### src/rtl/mem_burst_tester.sv
// Burst memory exerciser for an Avalon-MM write/read master pair.
// Writes seed+i patterns, reads them back and counts mismatches.
module mem_burst_tester #(
    parameter int ADDRESSWIDTH    = 28,
    parameter int DATAWIDTH       = 32,
    parameter int BYTEENABLEWIDTH = 4,
    parameter int MAXWORDS        = 256,
    localparam int CW             = $clog2(MAXWORDS) + 1
) (
    input  logic                    clk,
    input  logic                    reset,
    input  logic                    start,
    input  logic [1:0]              mode,
    input  logic [ADDRESSWIDTH-1:0] base_address,
    input  logic [CW-1:0]           num_words,
    input  logic [DATAWIDTH-1:0]    seed,
    output logic                    busy,
    output logic                    done,
    output logic                    cfg_error,
    output logic [15:0]             error_count,
    output logic [ADDRESSWIDTH-1:0] first_err_addr,
    output logic [DATAWIDTH-1:0]    last_read_data,

    output logic                    write_control_fixed_location,
    output logic [ADDRESSWIDTH-1:0] write_control_write_base,
    output logic [ADDRESSWIDTH-1:0] write_control_write_length,
    output logic                    write_control_go,
    input  logic                    write_control_done,
    output logic                    write_user_write_buffer,
    output logic [DATAWIDTH-1:0]    write_user_buffer_data,
    input  logic                    write_user_buffer_full,

    output logic                    read_control_fixed_location,
    output logic [ADDRESSWIDTH-1:0] read_control_read_base,
    output logic [ADDRESSWIDTH-1:0] read_control_read_length,
    output logic                    read_control_go,
    input  logic                    read_control_done,
    output logic                    read_user_read_buffer,
    input  logic [DATAWIDTH-1:0]    read_user_buffer_data,
    input  logic                    read_user_data_available
);

    typedef enum logic [2:0] {
        IDLE,
        WR_GO,
        WR_DATA,
        WR_WAIT,
        RD_GO,
        RD_DATA,
        RD_WAIT,
        FINISH
    } state_t;

    localparam logic [ADDRESSWIDTH-1:0] STRIDE =
        ADDRESSWIDTH'(BYTEENABLEWIDTH);
    localparam logic [ADDRESSWIDTH-1:0] ALIGN = ~(STRIDE - 1'b1);

    state_t                  state;
    logic                    verify_q;
    logic [CW-1:0]           nw_q;
    logic [CW-1:0]           wcnt;
    logic [CW-1:0]           rcnt;
    logic [DATAWIDTH-1:0]    rexp;
    logic [ADDRESSWIDTH-1:0] raddr;

    logic                    bad_count;
    logic [ADDRESSWIDTH-1:0] base_in;
    logic [ADDRESSWIDTH-1:0] len_in;
    logic                    wr;
    logic                    pop;
    logic                    miss;

    assign bad_count = (num_words == '0) ||
                       (num_words > CW'(MAXWORDS));
    assign base_in = base_address & ALIGN;
    assign len_in  = ADDRESSWIDTH'(num_words) * STRIDE;

    assign wr   = (state == WR_DATA) && !write_user_buffer_full;
    assign pop  = (state == RD_DATA) && read_user_data_available &&
                  (rcnt < nw_q);
    assign miss = verify_q && (read_user_buffer_data != rexp);

    assign write_user_write_buffer      = wr;
    assign read_user_read_buffer        = pop;
    assign write_control_fixed_location = 1'b0;
    assign read_control_fixed_location  = 1'b0;

    always_ff @(posedge clk or negedge reset) begin
        if (!reset) begin
            state                      <= IDLE;
            busy                       <= 1'b0;
            done                       <= 1'b0;
            cfg_error                  <= 1'b0;
            error_count                <= '0;
            first_err_addr             <= '1;
            last_read_data             <= '0;
            write_control_go           <= 1'b0;
            write_control_write_base   <= '0;
            write_control_write_length <= '0;
            write_user_buffer_data     <= '0;
            read_control_go            <= 1'b0;
            read_control_read_base     <= '0;
            read_control_read_length   <= '0;
            verify_q                   <= 1'b0;
            nw_q                       <= '0;
            wcnt                       <= '0;
            rcnt                       <= '0;
            rexp                       <= '0;
            raddr                      <= '0;
        end else begin
            unique case (state)
                IDLE: begin
                    busy <= 1'b0;
                    done <= 1'b0;
                    if (start) begin
                        busy     <= 1'b1;
                        verify_q <= mode[1];
                        nw_q     <= num_words;
                        if (bad_count) begin
                            cfg_error <= 1'b1;
                            state     <= FINISH;
                        end else begin
                            cfg_error                  <= 1'b0;
                            error_count                <= '0;
                            first_err_addr             <= '1;
                            write_control_write_base   <= base_in;
                            write_control_write_length <= len_in;
                            read_control_read_base     <= base_in;
                            read_control_read_length   <= len_in;
                            write_user_buffer_data     <= seed;
                            rexp                       <= seed;
                            raddr                      <= base_in;
                            wcnt                       <= '0;
                            rcnt                       <= '0;
                            if (mode[0]) begin
                                read_control_go <= 1'b1;
                                state           <= RD_GO;
                            end else begin
                                write_control_go <= 1'b1;
                                state            <= WR_GO;
                            end
                        end
                    end
                end
                WR_GO: begin
                    write_control_go <= 1'b0;
                    state            <= WR_DATA;
                end
                WR_DATA: begin
                    if (wr) begin
                        write_user_buffer_data <= write_user_buffer_data + 1'b1;
                        wcnt                   <= wcnt + CW'(1);
                        if (wcnt == nw_q - CW'(1))
                            state <= WR_WAIT;
                    end
                end
                WR_WAIT: begin
                    if (write_control_done) begin
                        if (verify_q) begin
                            read_control_go <= 1'b1;
                            state           <= RD_GO;
                        end else begin
                            state <= FINISH;
                        end
                    end
                end
                RD_GO: begin
                    read_control_go <= 1'b0;
                    state           <= RD_DATA;
                end
                RD_DATA: begin
                    if (pop) begin
                        last_read_data <= read_user_buffer_data;
                        rcnt           <= rcnt + CW'(1);
                        rexp           <= rexp + 1'b1;
                        raddr          <= raddr + STRIDE;
                        // count stays pinned at all ones once saturated
                        if (miss) begin
                            if (error_count != 16'hFFFF)
                                error_count <= error_count + 16'd1;
                            if (error_count == '0)
                                first_err_addr <= raddr;
                        end
                        if (rcnt == nw_q - CW'(1))
                            state <= RD_WAIT;
                    end
                end
                RD_WAIT: begin
                    if (read_control_done)
                        state <= FINISH;
                end
                FINISH: begin
                    done  <= 1'b1;
                    state <= IDLE;
                end
                default: state <= IDLE;
            endcase
        end
    end

endmodule

### config.mk
export PLATFORM = sky130hd
export DESIGN_NAME = mem_burst_tester
export DESIGN_NICKNAME = d
export VERILOG_FILES = /design/src/rtl/mem_burst_tester.sv
export SDC_FILE = /design/constraint.sdc
export NUM_CORES = 1
export LEC_CHECK = 0
export BUFFER_PORTS_ARGS = -buffer_cell sky130_fd_sc_hd__buf_2
export CAP_MARGIN = 20
export CORE_MARGIN = 4
export CORE_UTILIZATION = 49
export CTS_CLUSTER_DIAMETER = 60
export CTS_CLUSTER_SIZE = 25
export DETAILED_ROUTE_END_ITERATION = 16
export PLACE_DENSITY = 0.78
export SYNTH_ARGS = -nofsm -noshare
export SYNTH_HDL_FRONTEND = slang
export SYNTH_SLANG_ARGS = --single-unit
### constraint.sdc
create_clock -name clk -period 3.2 [get_ports clk]
set_clock_uncertainty 0.2 [all_clocks]
set_input_delay 0.16 -clock clk [delete_from_list [all_inputs] [get_ports clk]]
set_output_delay 0.16 -clock clk [all_outputs]
set_load 0.1 [all_outputs]
**Word level (Yosys, flattened, before mapping)**

Index checks and enable logic that the tools add are counted.

- Output and inout port bits: 229
- Bits of input ports: 110
- Register bits after elaboration: 239

- Mux-type cells: 52
- Magnitude comparators: 2
- Add/sub/neg operators: 7
- Reduce and logical (&&, ||, !) cells: 24
- Equal/unequal tests: 25
- Bitwise logic cells: 1

Operators by type and width:

| operator | count |
|---|---|
| $mux W28 | 8 |
| $mux W32 | 4 |
| $pmux W32 S2 | 2 |
| $pmux W28 S2 | 2 |
| $mux W16 | 5 |
| $add A32 B1 Y32 const B | 2 |
| $mux W9 | 4 |
| $pmux W9 S2 | 2 |
| $ne A32 B32 Y1 | 1 |
| $pmux W16 S2 | 1 |
| $add A28 B3 Y28 const B | 1 |
| $mux W3 | 9 |
| $pmux W3 S8 | 1 |
| $ne A2 B2 Y1 const B | 10 |
| $add A9 B1 Y9 const B | 2 |
| $eq A9 B9 Y1 | 2 |
| $reduce_and A6 Y1 | 3 |
| $add A16 B1 Y16 const B | 1 |
| $logic_not A16 Y1 | 1 |
| $ne A16 B16 Y1 const B | 1 |
| $eq A3 B3 Y1 const B | 4 |
| $reduce_and A4 Y1 | 3 |
| $mux W1 | 10 |
| $gt A9 B9 Y1 const B | 1 |
| 19 further kinds | 31 |

**Depth between registers and ports, before layout**

Gate-level depths: netlist of the first run.

- Depth in word-level cells: 5
- Gate-level depth with buffers: 13

**Least setup slack after synthesis of the first run**

OpenSTA, ideal clock, no wires.

- Path kind: register to register
- From: register nw_q[3]
- To: register raddr[21]
- Clock period less this slack: 3.588 ns
- Slack: -0.388 ns
- Cell stages (with the launch flop): 14
- Arrival time: 3.261 ns
- Required time: 2.873 ns
- Setup time: 0.127 ns
- Path buffers: 3
- Cell sequence: dfrtp_1 > buf_2 > inv_1 > ha_1 > o21ai_0 > a21oi_1 > o2111ai_1 > nand4_1 > buf_2 > clkinv_1 > nor2_1 > clkbuf_1 > nor2_1 > o2bb2a_1

- Longest elaborated chain between the ends: 4

Ends and longest elaborated chain:

| what | line | RTL |
|---|---|---|
| from (decl) | 60 | `logic [CW-1:0] nw_q;` |
| from (signal assigned) | 118 | `nw_q <= num_words;` |
| $lt A9 B9 Y1 | 80 | `(rcnt < nw_q);` |
| $logic_and A1 B1 Y1 | 79 | `assign pop = (state == RD_DATA) && read_user_data_available &&` |
| via read_user_read_buffer | 38 | `output logic read_user_read_buffer,` |
| $ne A2 B2 Y1 (no line) | n/a |  |
| $reduce_and A4 Y1 (no line) | n/a |  |
| to (signal assigned) | 132 | `raddr <= base_in;` |
| to (signal assigned) | 176 | `raddr <= raddr + STRIDE;` |
| to (decl) | 64 | `logic [ADDRESSWIDTH-1:0] raddr;` |

The timed path passes the listed nets, and every way through them passes these cells.
A chain may end at the register's enable or synchronous reset.

**Final worst setup path of the first run**

- From: register nw_q[6]
- To: register first_err_addr[8]

- Longest elaborated chain between the ends: 4

Ends and longest elaborated chain:

| what | line | RTL |
|---|---|---|
| $lt A9 B9 Y1 | 80 |  |
| $logic_and A1 B1 Y1 | 79 |  |
| $ne A2 B2 Y1 (no line) | n/a |  |
| $reduce_and A6 Y1 (no line) | n/a |  |
| to (signal assigned) | 182 | `first_err_addr <= raddr;` |
| to (decl) | 21 | `output logic [ADDRESSWIDTH-1:0] first_err_addr,` |

Every way passes these cells.

==> flow_summary_export.csv, run 1 <==
group,metric,value,unit
yosys,synth_seq_cells,236,
critical_path,critical_path.endpoint_type,"flop",
critical_path,r2r_cells,11,
critical_path,critPathMaxStageDelay,0.56,ns
critical_path,cp_data_arrival_time,3.39,ns
global_routing,track_usage,0.2738,
die,io_pins,339,
clocking,cts_htree_levels,1,
yosys,syn_area_per_cell,8.932,sq um
critical_path,worstPathRequired,3.46,ns
yosys,synth_edf_count,0,
critical_path,slowest_stage,"or4_4",
clocking,cts_root_buf,"clkbuf_16",
critical_path,crit_fanout,6,
critical_path,crit_path_start_kind,"flop",
global_routing,overflow,0,
timing,fin_setup_tns,0,ns
yosys,synth_cells,1463,
timing,tightest_slew,0.7987,ns
clocking,clk_pin_slew_worst_paths,0.07,ns
yosys,synth_seq_area_share,0.4545,
timing,setup_violations,0,
yosys,yosysWarnings,0,
drt,dr.pass1.iters,6,
yosys,synth_top_cell_area_share,0.4002,
die,die_y,171.3,microns
clocking,numCtsBuffers,24,
cells_and_area,seqCellArea,5939,sq um
cells_and_area,fillCellCount,2111,
drt,drc,0,
critical_path,crit_chain,"inv_1 -> ha_4 -> a2111o_1 -> o2111ai_2 -> nand4_1 -> buf_4 -> or4_4 -> a21boi_4 -> buf_12 -> clkbuf_16 -> o22a_1",
drt,routedWlPerCell,19.34,microns
die,core_area,26130,sq um
die,rows,59,
clocking,clock-sinks,236,
drt,vias_per_cell,5.768,
drt,ant_nets,0,
global_routing,grt_pass1_wl,65500,microns
global_routing,antenna_found_initial,3,
min_path,min_path_type,"primary input to async pin",
die,start_util,0.5000,
global_routing,grt_pass1_vias,12171,
timing,min_period_over_period,0.9767,
critical_path,crit_type,"flop to flop",
drt,wl,42170,microns
timing,fin_crit,3.125,ns
timing,grt_setup_unrepaired,"false",
clocking,clk_latency,0.52,ns
yosys,yosys-top-cells-area,"dfrtp_1 (40%), nand2_1 (6.9%), dfstp_2 (5.4%)",
placement,routabilityCongestion,0.9519,
job,drv_cap,0,
yosys,synth_cell_type_count,72,
yosys,async_reset_ff_frac,1.000,
clocking,clock_path_buffers,3,
timing,finalWorstSetupSlack,0.07462,ns
global_routing,grt_max_degree,86,
timing,report.final.slew_viol_count,0,
placement,place_ws,0.07423,ns
drt,vias,12581,
cells_and_area,multi_input_area,6291,sq um
cells_and_area,fin_nets,1954,
die,die-area,29350,sq um
timing,fmax,320.0,MHz
die,die_w,171.3,microns
status,outcome,"finished clean",
yosys,synth_top_area_cell,"dfrtp_1",
cells_and_area,layout-drive-gt1-share,0.2575,
timing,hold_ws,0.02367,ns
timing,relSlewSlack,0.4669,
cells_and_area,areaGrowthSynthToFinish,27.80,%
clocking,cts_tree,"done",
timing,timing_hold_violations_final,0,
placement,io_buffers,292,
drt,drt-initial-drc-count,1262,
yosys,ys.flop_type,"dfrtp_1",
yosys,syn_area,13070,sq um
placement,hpwl,28780,microns
==> stage by stage <==
| step | cell area (sq um) | instances | util |
|---|---|---|---|
| 2_1_floorplan | 13230 | 1506 | - |
| 3_3_place_gp | 14710 | 2025 | 0.5628 |
| 3_5_place_dp | 14710 | 2025 | 0.5628 |
| 4_1_cts | 16590 | 2175 | 0.6347 |
| 5_1_grt | 16700 | 2181 | 0.6390 |
| 6_report | 16700 | 2181 | 0.6390 |
==> sequential cells by signal (all words and copies together) (netlist names) <==
name and cells:
cfg_error 1, rcnt 9, raddr 26, verify_q 1, state 3, read_control_read_length 9
write_control_go 1, rexp 32, error_count 16, busy 1, nw_q 9, write_user_buffer_data 32
last_read_data 32, read_control_go 1, done 1, first_err_addr 27, wcnt 9, read_control_read_base 26
==> metal layers <==
| layer | vias up | track usage | part of all wire |
|---|---|---|---|
| met5 | - | 0 | 0.00069 |
| met4 | 4 | 0.08577 | 0.034 |
| met3 | 120 | 0.05677 | 0.090 |
| met2 | 597 | 0.4391 | 0.47 |
| met1 | 6061 | 0.3761 | 0.41 |
| li1 | 5799 | - | - |
==> placed cells by master (no fill, tap or decap), types with 28 or more instances in the layout <==
master         netlist  layout
mux2_2              33      33
conb_1               1      44
o22a_1              34      34
nand4_1             30      30
nor3_1              28      28
nand2_1            240     238
inv_1               34      34
dfrtp_1            209     209
nand3_1             61      61
nor2_1              92      91
xor2_1              45      45
buf_4               80      45
a21oi_1            130     130
o21ai_0            100     100
buf_2               12     289
dlygate4sd3_1        0     105
==> area by class of cell <==
cell class | count | area share
Multi-Input combinational cell | 1077 | 0.3767
Sequential cell | 236 | 0.3557
Timing Repair Buffer | 452 | 0.1851
Clock buffer | 27 | 0.03791
Tap cell | 335 | 0.02510
Clock inverter | 17 | 0.01116
Inverter | 36 | 0.008167
Antenna cell | 1 | 0.0001498
==> worst max-delay path: cells and delay by family, from the launching register on <==
family / cells / cell delay (ns)
compound gates: 4 / 0.92
fa+ha+maj: 1 / 0.23
simple gates: 2 / 0.72
buf+inv: 4 / 0.62
flops: 1 / 0.38
==> cell families (layout without fill, tap and decap cells) <==
group	count (synthesis)	in the layout	synth area share
adders and majority gates	18	18	0.01704
muxes	38	38	0.03227
buffers and inverters	193	532	0.08014
DFF	236	236	0.4545
xor gates and xnor gates	71	71	0.04864
AOI/OAI and AO/OA	365	365	0.1748
and+or+nand+nor	541	541	0.1923
other	1	45	0.0002870
==> worst paths after layout <==
check | start | to | slack (ns)
min | reset | wcnt[7] | 0.02
max in group asynchronous | reset | nw_q[6] | 1.90
min in group clk | write_user_buffer_full | wcnt[8] | 0.07
max | nw_q[6] | first_err_addr[8] | 0.07
max reg2reg | nw_q[6] | first_err_addr[8] | 0.07
min reg2reg | busy | busy | 0.28
==> synth_stat cells (all sizes together) (4+ instances only) <==
cell type  number
nand2         240
dfrtp         209
a21oi         130
buf           102
o21ai         100
nor2           94
nand3          61
clkbuf         55
xor2           45
inv            34
o22a           34
mux2           33
nand4          30
nor3           28
dfstp          27
nor4           25
xnor2          25
o22ai          19
and3           18
ha             17
a31oi          11
or3            11
nand2b          8
a221o           7
and2            6
and4            6
a21o            5
a31o            5
a32oi           5
mux2i           5
o211ai          5
or4             5
a22oi           4
o21a            4
o31ai           4
or2             4
==> timing repair <==
| action | CTS | global route |
|---|---|---|
| resized for setup | 0 | 3 |
| setup endpoints to repair | 1 | 26 |
| pin swaps | 1 | 2 |
| setup buffers | 1 | 2 |
| cloned | 0 | 3 |
| hold buffers | 105 | 0 |
| endpoints found under the hold margin | 284 | 0 |
Power of run 1 is not shown: default switching activity piles up to over one toggle a cycle in this logic, so the estimate is an artifact.
==> run 2: changes to the inputs <==
--- a/config.mk
+++ b/config.mk
@@ -10,3 +10,3 @@
 export CORE_MARGIN = 4
-export CORE_UTILIZATION = 49
+export CORE_UTILIZATION = 58
 export CTS_CLUSTER_DIAMETER = 60
@@ -14,3 +14,3 @@
 export DETAILED_ROUTE_END_ITERATION = 16
-export PLACE_DENSITY = 0.78
+export PLACE_DENSITY = 0.86
 export SYNTH_ARGS = -nofsm -noshare
@@ -18 +18,2 @@
 export SYNTH_SLANG_ARGS = --single-unit
+export TNS_END_PERCENT = 100
==> constraint.sdc (replaced) <==
create_clock -name clk -period 3.7 [get_ports clk]
set_clock_uncertainty 0.2 [all_clocks]
set_input_delay 0.185 -clock clk [delete_from_list [all_inputs] [get_ports clk]]
set_output_delay 0.185 -clock clk [all_outputs]
set_load 0.02 [all_outputs]
==> run 2 against run 1 <==
Via count rose by 3.5%. Count of clock-buffer cells in the layout shrank 3. Cell count decreased by 3.6%. Critical path depth decreased by 2. Core utilization increased by 10 points. Routed wire length is 3.0% higher. Critical path type unchanged. Maximum frequency shrank 6.1%. First-iteration DRC count increased by 22%. Critical endpoint is now first_err_addr[9]. Non-clock buffer count down 22. Hold slack got worse by 0.020 ns. Global-route usage up 6.6 points.
==> flow_summary_export.csv, run 2 (synthesis results as in run 1) <==
group,metric,value,unit
drt,dr.pass1.iters,7,
timing,report.final.slew_viol_count,0,
critical_path,crit_path_start_kind,"flop",
drt,routedWlPerCell,20.66,microns
drt,drc,0,
clocking,clock-sinks,236,
critical_path,worstPathRequired,3.97,ns
critical_path,cp_data_arrival_time,3.60,ns
global_routing,grt_pass1_vias,12605,
critical_path,crit_chain,"inv_1 -> ha_1 -> a2111o_1 -> o2111ai_1 -> nand4_1 -> or4_1 -> a21boi_4 -> buf_4 -> o22a_1",
drt,drt-initial-drc-count,1535,
drt,vias_per_cell,6.195,
timing,grt_setup_unrepaired,"false",
cells_and_area,layout-drive-gt1-share,0.2462,
timing,min_period_over_period,0.8999,
clocking,cts_root_buf,"clkbuf_16",
timing,setup_violations,0,
timing,hold_ws,0.003201,ns
critical_path,reg2reg_from,"nw_q[6]",
clocking,cts_htree_levels,1,
drt,wl_met2,20340,microns
placement,hpwl,28170,microns
timing,fin_setup_tns,0,ns
critical_path,slowest_stage,"or4_1",
power,peakVddDrop,0.6076,mV
die,die_y,158.1,microns
placement,post-place-cells,1952,
drt,ant_nets,0,
critical_path,r2r_cells,9,
cells_and_area,reg.largest.list,"last_read_data x32, rexp x32, write_user_buffer_data x32",
cells_and_area,final_common_cell,"buf_2",
clocking,numCtsBuffers,23,
critical_path,rrSetupSlack,0.37,ns
timing,fmax,300.3,MHz
drt,wl,43420,microns
drt,dr.max_layer_used,"met5",
cells_and_area,fin_nets,1931,
die,rows,54,
job,drv_cap,0,
critical_path,r2r_end,"first_err_addr[9]",
global_routing,grt_max_degree,108,
clocking,clk_pin_slew_worst_paths,0.09,ns
drt,vias,13021,
cells_and_area,mostFrequentLayoutCells,"buf_2 (291), nand2_1 (238), dfrtp_1 (209)",
clocking,clock_path_buffers,3,
placement,routabilityCongestion,0.9677,
critical_path,path_depth,9,
critical_path,critical_path.endpoint_type,"flop",
cells_and_area,fin_cells,2102,
critical_path,cp-endpoint,"first_err_addr[9]",
die,start_util,0.5933,
die,die-area,25000,sq um
timing,fin_crit,3.330,ns
global_routing,overflow,0,
global_routing,grt_pass1_wl,68140,microns
drt,routed-wl-met3,4444,microns
critical_path,critPathMaxStageDelay,0.66,ns
critical_path,crit_path_start,"nw_q[6]",
critical_path,crit_fanout,26,
clocking,clk_latency,0.53,ns
drt,wl_met1,16490,microns
die,io_pins,339,
critical_path,critPathBufInv,2,
placement,io_buffers,292,
power,p_leak,7.442,nW
timing,timing_hold_violations_final,0,
timing,tightest_slew,1.054,ns
cells_and_area,areaGrowthSynthToFinish,24.87,%
critical_path,crit_type,"flop to flop",
die,core_area,22030,sq um
critical_path,crit_family,"compound AO/OA/AOI/OAI gates",
min_path,min_path_type,"primary input to async pin",
timing,relSlewSlack,0.2976,
status,outcome,"finished clean",
power,cellPowerDensity,807.5,nW/um^2
die,die_w,158.1,microns
global_routing,track_usage,0.3402,
clocking,cts_tree,"done",
cells_and_area,fillCellCount,1518,
global_routing,antenna_found_initial,2,
==> run 2: cell count changes in the layout (fill, tap and decap cells not counted), moves of 2 or more <==
| cell | before | now |
|---|---|---|
| clkinv_8 | 3 | 6 |
| buf_12 | 9 | 3 |
| clkbuf_1 | 2 | 0 |
| buf_4 | 45 | 30 |
| clkinv_2 | 4 | 0 |
| inv_12 | 0 | 2 |
| inv_6 | 4 | 2 |
| clkbuf_16 | 27 | 24 |
| buf_2 | 289 | 291 |
==> run 2: area by class of cell <==
cell class / count / area, sq um / share of cell area
multi-input cells: 1077 / 6264 / 0.3839
clock buffers: 24 / 600.6 / 0.03681
inverters: 36 / 135.1 / 0.008282
well taps: 280 / 350.3 / 0.02147
flip-flops and latches: 236 / 5939 / 0.3640
diodes: 2 / 5.005 / 0.0003067
repair buffers: 430 / 2808 / 0.1721
clock inverters: 17 / 215.2 / 0.01319
==> run 2: what timing repair did <==
action	in CTS	in global routing
resized for setup	0	0
setup buffers	0	2
hold endpoints to repair	259	0
endpoints found under the setup margin	0	25
hold buffers	105	0
==> run 2: worst min path at each step <==
stage / startpoint / endpoint / cells past startpoint
after floorplan: reset / busy / 0
after detailed placement: reset / write_user_buffer_data[23] / 1
after global placement: reset / write_user_buffer_data[21] / 1
after CTS: reset / rexp[20] / 2
final: reset / write_user_buffer_data[21] / 2
after global routing: reset / write_user_buffer_data[21] / 2
==> run 2: worst reg2reg max path: stages, from the launching register on <==
cell       delay, ns
dfrtp_1         0.39
inv_1           0.10
ha_1            0.33
a2111o_1        0.42
o2111ai_1       0.21
nand4_1         0.25
or4_1           0.66
a21boi_4        0.17
buf_4           0.31
o22a_1          0.24
==> run 2: per-stage QoR <==
step	area (sq um)	worst slack (ns)	utilization	power [mW]
2_1_floorplan	13230	0.6963	-	8.616
3_3_place_gp	14430	0.2586	0.6551	10.15
3_5_place_dp	14430	0.1360	0.6551	10.35
4_1_cts	16300	0.1513	0.7399	12.97
5_1_grt	16310	0.1934	0.7406	13.95
6_report	16320	0.3702	0.7408	13.18
==> run 2: power by group <==
part | switching (mW) | total [mW] | internal, mW
sequential | 1.27 | 4.88 | 3.62
clock | 1.23 | 2.51 | 1.28
combinational | 3.63 | 5.78 | 2.16
==> run 2: routing by layer <==
metal	up-vias	global-route usage
met3	197	0.08119
li1	5771	-
met4	4	0.1413
met5	-	0
met1	6245	0.4571
met2	804	0.5332
(Power assumes the default switching activity.)
